## src/rtl/segmented_display_decoder.sv

```systemverilog
// segmented_display_decoder
//   Receiving end of a multiplexed seven/eight-segment display interface. It
//   watches the anode (digit select) and cathode (segment) lines of a scanned
//   display and recovers the hex nybble shown on each digit. It is used as a
//   loopback monitor for a display driver.
//
// Ports
//   clock        system clock, all logic on the rising edge
//   reset        synchronous, active-high
//   anode        digit selects, bit 0 = least significant digit
//   cathode      segments {a,b,c,d,e,f,g[,dp]}, a = MSB, dp ignored
//   data         recovered nybbles, [3:0] = digit 0
//   digit_valid  bit k set when nybble k holds a decoded pattern
//   frame_strobe one-cycle pulse once every digit has been captured
//   error        one-cycle pulse on an undecodable pattern or several anodes
module segmented_display_decoder #(
  parameter int number_of_segments = 8,
  parameter int number_of_nybbles  = 4,
  parameter int settle_cycles      = 16,
  parameter bit anode_active_high  = 1'b1,
  parameter bit cathode_active_low = 1'b1
) (
  input  logic                           clock,
  input  logic                           reset,
  input  logic [number_of_nybbles-1:0]   anode,
  input  logic [number_of_segments-1:0]  cathode,
  output logic [4*number_of_nybbles-1:0] data,
  output logic [number_of_nybbles-1:0]   digit_valid,
  output logic                           frame_strobe,
  output logic                           error
);

  localparam int N  = number_of_nybbles;
  localparam int S  = number_of_segments;
  localparam int IW = (N > 1) ? $clog2(N) : 1;
  localparam logic [7:0] settle_limit = 8'(settle_cycles);

  // Pin levels that mean "nothing selected / nothing lit"
  localparam logic [N-1:0] anode_idle   = anode_active_high  ? '0 : '1;
  localparam logic [S-1:0] cathode_idle = cathode_active_low ? '1 : '0;

  typedef enum logic [1:0] {IDLE, SETTLE, CAPTURE, HOLD} state_t;

  logic [N-1:0]  anode_meta, anode_sync;
  logic [S-1:0]  cathode_meta, cathode_sync;
  logic [N-1:0]  anode_norm, anode_prev;
  logic [S-1:0]  cathode_norm, cathode_prev;
  logic [6:0]    segments;
  logic [7:0]    stable_count;
  logic          changed, multi, one_hot, anode_zero, settled;

  state_t        state;
  logic [N-1:0]  cap_anode;
  logic [6:0]    cap_segments;
  logic [IW-1:0] cap_index;
  logic [4:0]    cap_decode;
  logic [N-1:0]  seen;
  logic          multi_q;

  // Two-flop synchronisers. They reset to the idle pin level so that an
  // inverted-polarity configuration does not see every anode selected
  // straight out of reset.
  always_ff @(posedge clock) begin
    if (reset) begin
      anode_meta   <= anode_idle;
      anode_sync   <= anode_idle;
      cathode_meta <= cathode_idle;
      cathode_sync <= cathode_idle;
    end else begin
      anode_meta   <= anode;
      anode_sync   <= anode_meta;
      cathode_meta <= cathode;
      cathode_sync <= cathode_meta;
    end
  end

  // After normalisation 1 always means selected / lit
  assign anode_norm   = anode_active_high  ? anode_sync   : ~anode_sync;
  assign cathode_norm = cathode_active_low ? ~cathode_sync : cathode_sync;
  assign segments     = cathode_norm[S-1 -: 7];

  assign changed    = {anode_norm, cathode_norm} != {anode_prev, cathode_prev};
  assign anode_zero = (anode_norm == '0);
  // Clearing the lowest set bit leaves something only if two or more are set
  assign multi      = (anode_norm & (anode_norm - N'(1))) != '0;
  assign one_hot    = !anode_zero && !multi;
  assign settled    = !changed && (stable_count == settle_limit);

  // Stable counter: counts consecutive identical samples of the pair,
  // saturating once the settle time has been reached.
  always_ff @(posedge clock) begin
    if (reset) begin
      anode_prev   <= '0;
      cathode_prev <= '0;
      stable_count <= '0;
    end else begin
      anode_prev   <= anode_norm;
      cathode_prev <= cathode_norm;
      if (changed)
        stable_count <= '0;
      else if (stable_count < settle_limit)
        stable_count <= stable_count + 8'd1;
    end
  end

  // Convert the latched one-hot anode to a digit index
  always_comb begin
    cap_index = '0;
    for (int i = 0; i < N; i++)
      if (cap_anode[i]) cap_index = IW'(i);
  end

  // Segment pattern {a..g} to {valid, nybble}
  function automatic logic [4:0] decode_segments(input logic [6:0] seg);
    case (seg)
      7'h7E: return {1'b1, 4'h0};
      7'h30: return {1'b1, 4'h1};
      7'h6D: return {1'b1, 4'h2};
      7'h79: return {1'b1, 4'h3};
      7'h33: return {1'b1, 4'h4};
      7'h5B: return {1'b1, 4'h5};
      7'h5F: return {1'b1, 4'h6};
      7'h70: return {1'b1, 4'h7};
      7'h7F: return {1'b1, 4'h8};
      7'h7B: return {1'b1, 4'h9};
      7'h77: return {1'b1, 4'hA};
      7'h1F: return {1'b1, 4'hB};
      7'h4E: return {1'b1, 4'hC};
      7'h3D: return {1'b1, 4'hD};
      7'h4F: return {1'b1, 4'hE};
      7'h47: return {1'b1, 4'hF};
      default: return 5'b0;
    endcase
  endfunction

  assign cap_decode = decode_segments(cap_segments);

  // Capture FSM with registered outputs. Several active anodes override
  // everything: the FSM parks in IDLE and the error pulses only on the
  // first cycle of the condition. The pair is latched on entry to CAPTURE
  // so the decode works on exactly the value that was judged stable.
  always_ff @(posedge clock) begin
    if (reset) begin
      state        <= IDLE;
      cap_anode    <= '0;
      cap_segments <= '0;
      seen         <= '0;
      multi_q      <= 1'b0;
      data         <= '0;
      digit_valid  <= '0;
      frame_strobe <= 1'b0;
      error        <= 1'b0;
    end else begin
      frame_strobe <= 1'b0;
      error        <= 1'b0;
      multi_q      <= multi;
      if (multi) begin
        state <= IDLE;
        error <= !multi_q;
      end else begin
        case (state)
          IDLE: begin
            if (one_hot) state <= SETTLE;
          end
          SETTLE: begin
            if (anode_zero) begin
              state <= IDLE;
            end else if (settled) begin
              state        <= CAPTURE;
              cap_anode    <= anode_norm;
              cap_segments <= segments;
            end
          end
          CAPTURE: begin
            if (cap_decode[4]) begin
              data[cap_index*4 +: 4] <= cap_decode[3:0];
              digit_valid[cap_index] <= 1'b1;
              if ((seen | cap_anode) == '1) begin
                seen         <= '0;
                frame_strobe <= 1'b1;
              end else begin
                seen <= seen | cap_anode;
              end
            end else begin
              error                  <= 1'b1;
              digit_valid[cap_index] <= 1'b0;
            end
            // A change landing during the capture cycle must not be lost
            if (changed)
              state <= anode_zero ? IDLE : SETTLE;
            else
              state <= HOLD;
          end
          HOLD: begin
            if (changed) state <= anode_zero ? IDLE : SETTLE;
          end
          default: state <= IDLE;
        endcase
      end
    end
  end

endmodule

```

## config.mk

```make
export PLATFORM = sky130hd
export DESIGN_NAME = segmented_display_decoder
export DESIGN_NICKNAME = d
export VERILOG_FILES = /design/src/rtl/segmented_display_decoder.sv
export SDC_FILE = /design/constraint.sdc
export NUM_CORES = 1
export LEC_CHECK = 0
export CAP_MARGIN = 15
export CORE_MARGIN = 2
export CORE_UTILIZATION = 50
export DETAILED_ROUTE_END_ITERATION = 7
export PLACE_DENSITY = 0.82
export SYNTH_ARGS = -nofsm -noshare
export SYNTH_HDL_FRONTEND = slang
export SYNTH_SLANG_ARGS = --single-unit
```

## constraint.sdc

```tcl
create_clock -name clock -period 2.6 [get_ports clock]
set_clock_uncertainty 0.2 [all_clocks]
set_input_delay 0.52 -clock clock [delete_from_list [all_inputs] [get_ports clock]]
set_output_delay 0.52 -clock clock [all_outputs]
set_load 0.1 [all_outputs]
```

Word level (Yosys, flattened, before mapping)
Index checks and enable logic that the tools add are counted.
{"block": "totals", "reg_bits": 84, "rom_bits": 0, "latchBits": 0, "inputBits": 14, "mem_count": 0, "ramBits": 0, "out_inout_bits": 22}
{"block": "op_classes", "shift": 2, "multipliers": 0, "order_cmp": 3, "mux": 20, "addsub": 3, "n_eq_ne": 25, "bitwise": 10, "reduce_logical": 17, "div_mod_pow": 0}
{"op": "$eq A7 B7 Y1 const B", "count": 12}
{"op": "$pmux W5 S16", "count": 1}
{"op": "$neg A4 Y34", "count": 1}
{"op": "$shift A4 B34 Y16 const A", "count": 1}
{"op": "$shiftx A4 B34 Y16", "count": 1}
{"op": "$eq A7 B6 Y1 const B", "count": 3}
{"op": "$bwmux W16", "count": 1}
{"op": "$mux W2", "count": 7}
{"op": "$ne A12 B12 Y1", "count": 1}
{"op": "$add A8 B1 Y8 const B", "count": 1}
{"op": "$and A4 B4 Y4", "count": 2}
{"op": "$eq A8 B5 Y1 const B", "count": 1}
{"op": "$lt A8 B5 Y1 const B", "count": 1}
{"op": "$mux W4", "count": 2}
{"op": "$not A8 Y8", "count": 1}
{"op": "$or A4 B4 Y4", "count": 2}
{"op": "$pmux W2 S4", "count": 1}
{"op": "$eq A7 B5 Y1 const B", "count": 1}
{"op": "$mux W1", "count": 7}
{"op": "$reduce_and A3 Y1", "count": 2}
{"op": "$eq A2 B2 Y1 const B", "count": 2}
{"op": "$eq A4 B4 Y1 const B", "count": 1}
{"op": "$logic_not A1 Y1", "count": 4}
{"op": "$logic_not A4 Y1", "count": 1}
{"op": "16 further kinds", "count": 23}

Logic depth before layout (Yosys ltp)
Gate-level depths: netlist of run 1.
{"block": "logic_depth", "word_depth": 10, "depth_mapped": 8, "depth_no_buf": 7}

Worst setup path before layout of run 1
OpenSTA, ideal clock, no wires.
{"block": "synth_timing", "path_kind": "reg-to-reg", "start": "register stable_count[2]", "end": "register cap_anode[0]", "arrival_ns": 1.812, "n_path_buf": 1, "setup_slack_ns": 0.467, "path_stages_with_launch": 7, "required_time_ns": 2.279, "cell_sequence": "dfxtp_1 > or4bb_1 > nor4_1 > nand2_1 > nor3_2 > buf_4 > mux2_2"}
{"block": "synth_between", "elab_chain_cells": 3}
{"item": "start: declaration", "line_no": "49", "rtl": "logic [7:0] stable_count;"}
{"item": "start signal: assignment", "line_no": "102", "rtl": "stable_count <= stable_count + 8'd1;"}
{"item": "$eq A8 B5 Y1", "line_no": "87", "rtl": "assign settled = !changed && (stable_count == settle_limit);"}
{"item": "$logic_and A1 B1 Y1", "line_no": "87"}
{"item": "$reduce_and A4 Y1 (no source line)"}
{"item": "end signal: assignment", "line_no": "170", "rtl": "cap_anode <= anode_norm;"}
{"item": "end: declaration", "line_no": "53", "rtl": "logic [N-1:0] cap_anode;"}
No other way between the ends.
A chain may end at the register's enable or synchronous reset.

Final worst setup path of run 1
{"block": "layout_timing", "start": "register cap_segments[5]", "end": "register data[1]"}
{"block": "layout_between", "elab_chain_cells": 4, "elab_cells_between_ends": 20, "cone_classes": "16 x eq/ne; 1 x shift; 2 x mux; 1 x reduce/logical"}
{"item": "start: declaration", "line_no": "54", "rtl": "logic [6:0] cap_segments;"}
{"item": "start signal: assignment", "line_no": "171", "rtl": "cap_segments <= segments;"}
{"item": "$eq A7 B7 Y1 (tied with other cells)", "line_no": "115", "rtl": "case (seg)"}
{"item": "$pmux W5 S16 *", "line_no": "115"}
{"item": "$shiftx A4 B34 Y16", "line_no": "176", "rtl": "data[cap_index*4 +: 4] <= cap_decode[3:0];"}
{"item": "$bwmux W16", "line_no": "176"}
{"item": "end signal: indexed assignment", "line_no": "176"}
{"item": "end: declaration", "line_no": "27", "rtl": "output logic [4*number_of_nybbles-1:0] data,"}
Every way passes the cells marked *; elsewhere a longest branch is shown, timed or not.

==> metrics.md, run 1 <==
| Metric | Value |
|---|---|
| Number of I/O pins | `36` |
| Worst Path Buf+Inv | `0` |
| Overflow after GRT | `0` |
| Worst flop-to-flop path startpoint | `cap_segments[5]$_SDFFE_PP0P_` |
| Post-synth EDFFs | `0` |
| Initial DRC Count | `135` |
| Share of layout cells above drive strength 1 | `0.2138` |
| Placed cell area | `just over 4000 um2` |
| Clock transition at path regs | `around 90 ps` |
| Min-delay src | `cathode_meta[4]$_SDFF_PP1_` |
| Placed wire-length estimate | `4624 um` |
| Post-route ant nets | `0` |
| Switch Pwr | `approximately 550 uW` |
| Detailed Route WL | `6650 um` |
| Crit path max-delay family | `compound AO/OA/AOI/OAI gates` |
| Number of buffers created by CTS | `9` |
| Clk buf depth | `2` |
| Antenna Cells | `0` |
| FF+latch area | `~1700 um2` |
| Combinational share of power | `0.044` |
| Synth cell types | `between 50 and 60` |
| Post-CTS setup buffer count | `0` |
| Cts hold-fix bufs | `0` |
| Clock power frac | `0.397` |
| Clock latency on the worst-skew pair | `around 360 ps` |
| Total global-route track usage | `0.1732` |
| Sequential fraction of the synthesis area | `0.4542` |
| Total negative setup slack | `0 ps` |
| Critical path, cell by cell | `and4b_1 -> nand3b_2 -> o2111ai_4 -> o311ai_2 -> mux2i_1` |
| Reg-to-Reg End | `data[1]$_SDFFE_PP0P_` |
| Post-route cell area | `approximately 4300 um2` |
| DRC viols | `0` |
| # H-tree levels | `3` |
| Overall die height | `approximately 90 um` |
| Fraction of registers with async set/reset | `0` |
| Unrepaired setup endpoints after global routing | `false` |
| Total power | `2369 uW` |
| TritonCTS clock tree | `done` |
| Mapped Cells | `between 300 and 400` |
| Fin. max-slew vios | `0` |
| Post-CTS Resized | `0` |
| DRT Pass-1 Iters | `4` |
| Worst min-delay path category | `reg2reg` |
| Data arrival, critical path | `between 2000 and 3000 ps` |
| Ys flop type | `dfxtp_1` |
| Worst path slowest cell | `dfxtp_1` |
| Hold worst-path end | `cathode_sync[4]$_SDFF_PP1_` |
| Reg2Reg Depth | `5` |
| Routability cong. | `about 0.79` |
| Slew Limit Headroom | `0.5937` |
| Pin count of the biggest net entering global routing | `slightly above 70` |
| Chip width | `about 90 um` |
| Initial core utilization | `0.5132` |
| Register share of total power | `0.559` |
| Initial antenna violation count | `0` |
| Synth area leaders | `dfxtp_1 (45%), nor2b_1 (4.6%), mux2i_1 (3.5%)` |
| Syn Area/Cell | `approximately 10 um2` |
| Max Cap Viol | `0` |
| Minimum clock period | `2419 ps` |
| Worst-Margin Slew | `about 600 ps` |
| Peak supply drop | `~0.00035 V` |
| DIE AREA | `about 8000 um2` |
| Core Region | `approximately 7200 um2` |
| Port-buffer cells | `35` |
| Multi-input logic area | `1881 um2` |
| Layout fillers | `628` |
| Vias in the first global route | `2,561` |
| Root Buffer | `clkbuf_8` |
| Critical path type | `reg2reg` |
| Worst Hold Depth | `1` |
| Net Sw Frac | `0.2310` |
| Sink Count | `between 80 and 90` |
| Max Fclk | `between 400 and 500 MHz` |
| Num rows | `31` |
| Crit end category | `register` |
| Synth area leader | `dfxtp_1` |
| Pint | `1822 uW` |
| Crit path largest cell delay | `approximately 600 ps` |
| Syn. warnings | `0` |
| Number of synthesized register bits | `84` |
| Power per cell area | `553.4 nW/um2` |
| Vias | `2,773` |
| R2R Setup Slk | `180 ps` |
| Final Cycle Share | `0.9303` |
| Final #Nets | `~420` |
| DR vias/cell | `~5.5` |
| Final hold violations | `0` |
| Wire per inst | `about 13 um` |
| Run status | `finished clean` |
| Leakage | `0.001676 uW` |
| Required time of the critical path | `about 2700 ps` |
| CP startpoint kind | `register` |
| Top-area cell type share of the netlist area | `0.4542` |
| Area growth syn-to-layout | `15.65%` |
| CP Max Fanout | `15` |
| Setup violators final | `0` |
| Synth Cell Area | `approximately 3700 um2` |
| First-pass GRT wire length | `~12,000 um` |
| Mapped Nets | `392` |
==> sequential cells by signal, indices dropped and copies added, names as in the netlist, named ones only <==
register,flops
data,16
cathode_meta,8
cathode_prev,8
cathode_sync,8
stable_count,8
cap_segments,7
anode_meta,4
anode_norm,4
anode_prev,4
cap_anode,4
seen,4
state,2
error,1
frame_strobe,1
multi_q,1
==> how the worst max path moves through the flow <==
stage | slack (ps) | end | depth (start not counted) | startpoint
3_3_place_gp | 230 | data[2]$_SDFFE_PP0P_ | 5 | cap_segments[5]$_SDFFE_PP0P_
6_report | 180 | data[1]$_SDFFE_PP0P_ | 5 | cap_segments[5]$_SDFFE_PP0P_
4_1_cts | 200 | data[1]$_SDFFE_PP0P_ | 5 | cap_segments[6]$_SDFFE_PP0P_
5_1_grt | 30 | data[9]$_SDFFE_PP0P_ | 5 | cap_segments[5]$_SDFFE_PP0P_
3_5_place_dp | 210 | data[1]$_SDFFE_PP0P_ | 5 | cap_segments[5]$_SDFFE_PP0P_
2_1_floorplan | 470 | cap_anode[0]$_SDFFE_PP0P_ | 6 | stable_count[2]$_SDFFE_PP0N_
==> cell usage after synthesis (2+ instances only) <==
cell type / n
nor2_1: 22
or3_4: 2
clkbuf_1: 11
nor3b_1: 4
nand2_1: 12
o311ai_1: 4
a311oi_1: 4
or2_2: 17
nand3b_1: 2
o2bb2ai_1: 3
mux2_2: 10
o311ai_2: 3
mux2i_1: 13
nor4_1: 11
o21ai_0: 15
ha_1: 6
nand3_1: 7
and3_1: 2
buf_4: 2
o211ai_1: 2
xnor2_1: 10
xor2_1: 7
nand4_1: 4
buf_6: 2
o22ai_1: 3
dfxtp_1: 84
buf_2: 7
inv_1: 13
nor4b_1: 3
nor3_1: 4
o21ai_1: 2
a221oi_1: 3
nand2b_1: 14
a21oi_1: 9
nor4bb_1: 2
nor2b_1: 27
and4b_1: 5
==> stage by stage <==
step / hold WS [ps] / instances / setup slack, ps / utilization
floorplan: 189.5 / 372 / 466.9 / -
global placement: 191.7 / 490 / 231.0 / 0.5628
detailed placement: 194.5 / 490 / 207.4 / 0.5628
CTS: 214.4 / 506 / 195.2 / 0.5904
global route: 219.2 / 506 / 29.25 / 0.5935
finish: 213.0 / 506 / 181.2 / 0.5935
==> power by group through the flow <==
stage / logic [uW] / registers, uW / clock network [uW]
after CTS: 106 / 1320 / 963
final: 105 / 1320 / 941
after detailed placement: 105 / 1350 / 0
after global placement: 103 / 1350 / 0
after floorplan: 69.9 / 1350 / 0
after global routing: 117 / 1330 / 1020
==> metal layers <==
layer	wire length [um]	vias up	global-route usage	part of all wire
li1	-	1370	-	-
met1	3005	1310	0.2293	0.45
met2	3179	83	0.2738	0.48
met3	361	10	0.04946	0.054
met4	103	0	0.05513	0.015
met5	0	-	0	0
==> layout by cell type (no fill, tap or decap), types with 3 or more instances in the layout <==
master and n:
mux2_2 10, clkdlybuf4s50_1 12, and4b_1 5, a21oi_1 9, nor3_1 4, a311oi_1 4, buf_4 27, o21ai_0 15
inv_1 13, clkbuf_8 9, nor3b_1 4, a221oi_1 3, nor2b_1 27, dfxtp_1 84, o2bb2ai_1 3, nand4_1 4
or2_2 17, xnor2_1 10, nand2_1 12, nand3_1 7, nor4_1 9, nor4b_1 3, nor2_1 22, o22ai_1 3
o311ai_1 4, xor2_1 7, mux2i_1 13, nand2b_1 14, ha_1 6
==> area by class of cell <==
| cell class | instances | share of cell area |
|---|---|---|
| Tap cell | 99 | 0.02893 |
| Sequential cell | 84 | 0.3928 |
| Inverter | 13 | 0.01140 |
| Timing Repair Buffer | 41 | 0.08124 |
| Clock inverter | 6 | 0.01666 |
| Multi-Input combinational cell | 253 | 0.4392 |
| Clock buffer | 10 | 0.02981 |
==> logic make-up after synthesis <==
kind of cell	count (synthesis)	share of synthesized area
XOR/XNOR	17	0.04022
multiplexers	24	0.06860
AND/OR/NAND/NOR	146	0.2426
buffers and inverters	35	0.04393
flip-flops	84	0.4542
adder cells (fa/ha/maj)	7	0.02332
AO/OA/AOI/OAI	59	0.1271
(Power assumes the default switching activity.)
==> run 2, diff against run 1 <==
- GPL_TIMING_DRIVEN: default -> 0
- HOLD_SLACK_MARGIN: default -> 0.03
==> metrics.md, run 2 (same netlist as run 1, synthesis figures left out) <==
| Metric | Value |
|---|---|
| Core Region | `7214 um2 (unchanged)` |
| Antenna Cells | `0 (unchanged)` |
| Max reg flops | `16 (unchanged)` |
| Final Util | `0.6115 (was 0.5935)` |
| Post-route ant nets | `0 (unchanged)` |
| Worst Path Buf+Inv | `1 (was 0)` |
| Share of layout cells above drive strength 1 | `0.1568 (was 0.2138)` |
| Critical path, cell by cell | `clkdlybuf4s50_1 (was and4b_1 -> nand3b_2 -> o2111ai_4 -> o311ai_2 -> mux2i_1)` |
| CP Max Fanout | `2 (was 15)` |
| Final Cycle Share | `0.9891 (was 0.9303)` |
| Initial antenna violation count | `0 (unchanged)` |
| Wire per inst | `14.31 um (was 13.14 um)` |
| Minimum clock period | `2572 ps (was 2419 ps)` |
| Critical path type | `reg2out (was reg2reg)` |
| Root Buffer | `clkbuf_8 (unchanged)` |
| Max Cap Viol | `0 (unchanged)` |
| Sink Count | `84 (unchanged)` |
| Commonest non-fill, non-tap cell in the layout | `dfxtp_1 (unchanged)` |
| Max Fclk | `388.9 MHz (was 413.4 MHz)` |
| Detailed Route WL | `7443 um (was 6650 um)` |
| Number of I/O pins | `36 (unchanged)` |
| Port-buffer cells | `34 (was 35)` |
| Final hold violations | `0 (unchanged)` |
| Initial DRC Count | `103 (was 135)` |
| DIE AREA | `8109 um2 (unchanged)` |
| Number of buffers created by CTS | `9 (unchanged)` |
| Chip width | `90.05 um (unchanged)` |
| Crit end category | `output port (was register)` |
| DRT Pass-1 Iters | `5 (was 4)` |
| Routability cong. | `0.8797 (was 0.7880)` |
| Placed wire-length estimate | `5516 um (was 4624 um)` |
| Peak supply drop | `0.0003543 V (was 0.0003457 V)` |
| Required time of the critical path | `1880 ps (was 2690 ps)` |
| DR vias/cell | `5.473 (was 5.480)` |
| Overflow after GRT | `0 (unchanged)` |
| Clock latency on the worst-skew pair | `360 ps (about the same)` |
| Num rows | `31 (unchanged)` |
| Leakage | `0.001761 uW (was 0.001676 uW)` |
| Biggest register | `data (unchanged)` |
| Crit path largest cell delay | `1140 ps (was 600 ps)` |
| Post-CTS Resized | `1 (was 0)` |
| First-pass GRT wire length | `12,500 um (was 11,680 um)` |
| Crit path max-delay family | `buffers and inverters (was compound AO/OA/AOI/OAI gates)` |
| Fin. max-slew vios | `0 (unchanged)` |
| Placed cell area | `4167 um2 (was 4060 um2)` |
| Initial core utilization | `0.5132 (unchanged)` |
| Post-CTS setup buffer count | `0 (unchanged)` |
| Slew Limit Headroom | `0.3368 (was 0.5937)` |
| Pin count of the biggest net entering global routing | `14 (was 71)` |
| Worst min-delay path category | `reg2reg (unchanged)` |
| Worst path slowest cell | `clkdlybuf4s50_1 (was dfxtp_1)` |
| DRC viols | `0 (unchanged)` |
| Run status | `finished clean (unchanged)` |
| Vias in the first global route | `2,742 (was 2,561)` |
| CP startpoint kind | `register (unchanged)` |
| Total global-route track usage | `0.1890 (was 0.1732)` |
| TritonCTS clock tree | `done (unchanged)` |
| Power per cell area | `569.3 nW/um2 (was 553.4 nW/um2)` |
| Clock transition at path regs | `80 ps (was 90 ps)` |
| # H-tree levels | `3 (unchanged)` |
| Cts hold-fix bufs | `0 (unchanged)` |
| Overall die height | `90.05 um (unchanged)` |
| Clk buf depth | `2 (unchanged)` |
| Worst-Margin Slew | `991.8 ps (was 604.7 ps)` |
| Final #Nets | `437 (was 422)` |
| Data arrival, critical path | `1850 ps (was 2510 ps)` |
| Area growth syn-to-layout | `19.16% (was 15.65%)` |
| Setup violators final | `0 (unchanged)` |
| Vias | `2,846 (was 2,773)` |
| Post-route cell area | `4412 um2 (was 4282 um2)` |
| Most frequent cells in the layout | `dfxtp_1 (84), clkdlybuf4s50_1 (29), nor2b_1 (27) (was dfxtp_1 (84), nor2b_1 (27), buf_4 (27))` |
[run 2: layout make-up]
type	count	area [um2]
Sequential cell	84	1682
Fill cell	633	2803
Tap cell	99	123.9
Multi-Input combinational cell	253	1864
Inverter	13	48.80
Buffer	22	113.9
Clock inverter	4	98.84
Timing Repair Buffer	34	349.1
Clock buffer	11	131.4
[run 2: stage by stage]
step           total power [uW]  setup TNS [ps]  cells  setup WS (ps)  hold WS, ps
2_1_floorplan              1423               0    372          466.9        189.5
4_1_cts                    2532               0    520          17.65        212.6
3_5_place_dp               1463               0    505          208.3        194.0
5_1_grt                    2593          -5.256    520         -5.256        220.9
3_3_place_gp               1459               0    505          250.0        191.5
6_report                   2512               0    520          28.33        211.5
[run 2: worst paths after layout]
check | to | cells after the start | slack [ps] | from
setup reg to reg | cap_segments[3]$_SDFFE_PP0P_ | 6 | 170 | stable_count[4]$_SDFFE_PP0N_
setup / recovery | data[12] | 1 | 30 | data[12]$_SDFFE_PP0P_
hold / removal | cathode_sync[3]$_SDFF_PP1_ | 1 | 210 | cathode_meta[3]$_SDFF_PP1_
hold reg to reg | cathode_sync[3]$_SDFF_PP1_ | 1 | 210 | cathode_meta[3]$_SDFF_PP1_
[run 2: metal layers]
metal / part of all wire / vias to the layer above / track usage
li1: - / 1401 / -
met1: 0.43 / 1345 / 0.2240
met2: 0.49 / 86 / 0.3277
met3: 0.056 / 14 / 0.04275
met4: 0.017 / 0 / 0.08205
met5: 0 / - / 0
[run 2: power breakdown]
part           total (uW)  leakage [uW]  internal, uW  switching (uW)
Combinational         108      0.000964          55.4            53.0
Clock                1080      0.000114           635             444
Sequential           1320      0.000683          1310            13.5
Total                2510       0.00176          2000             511
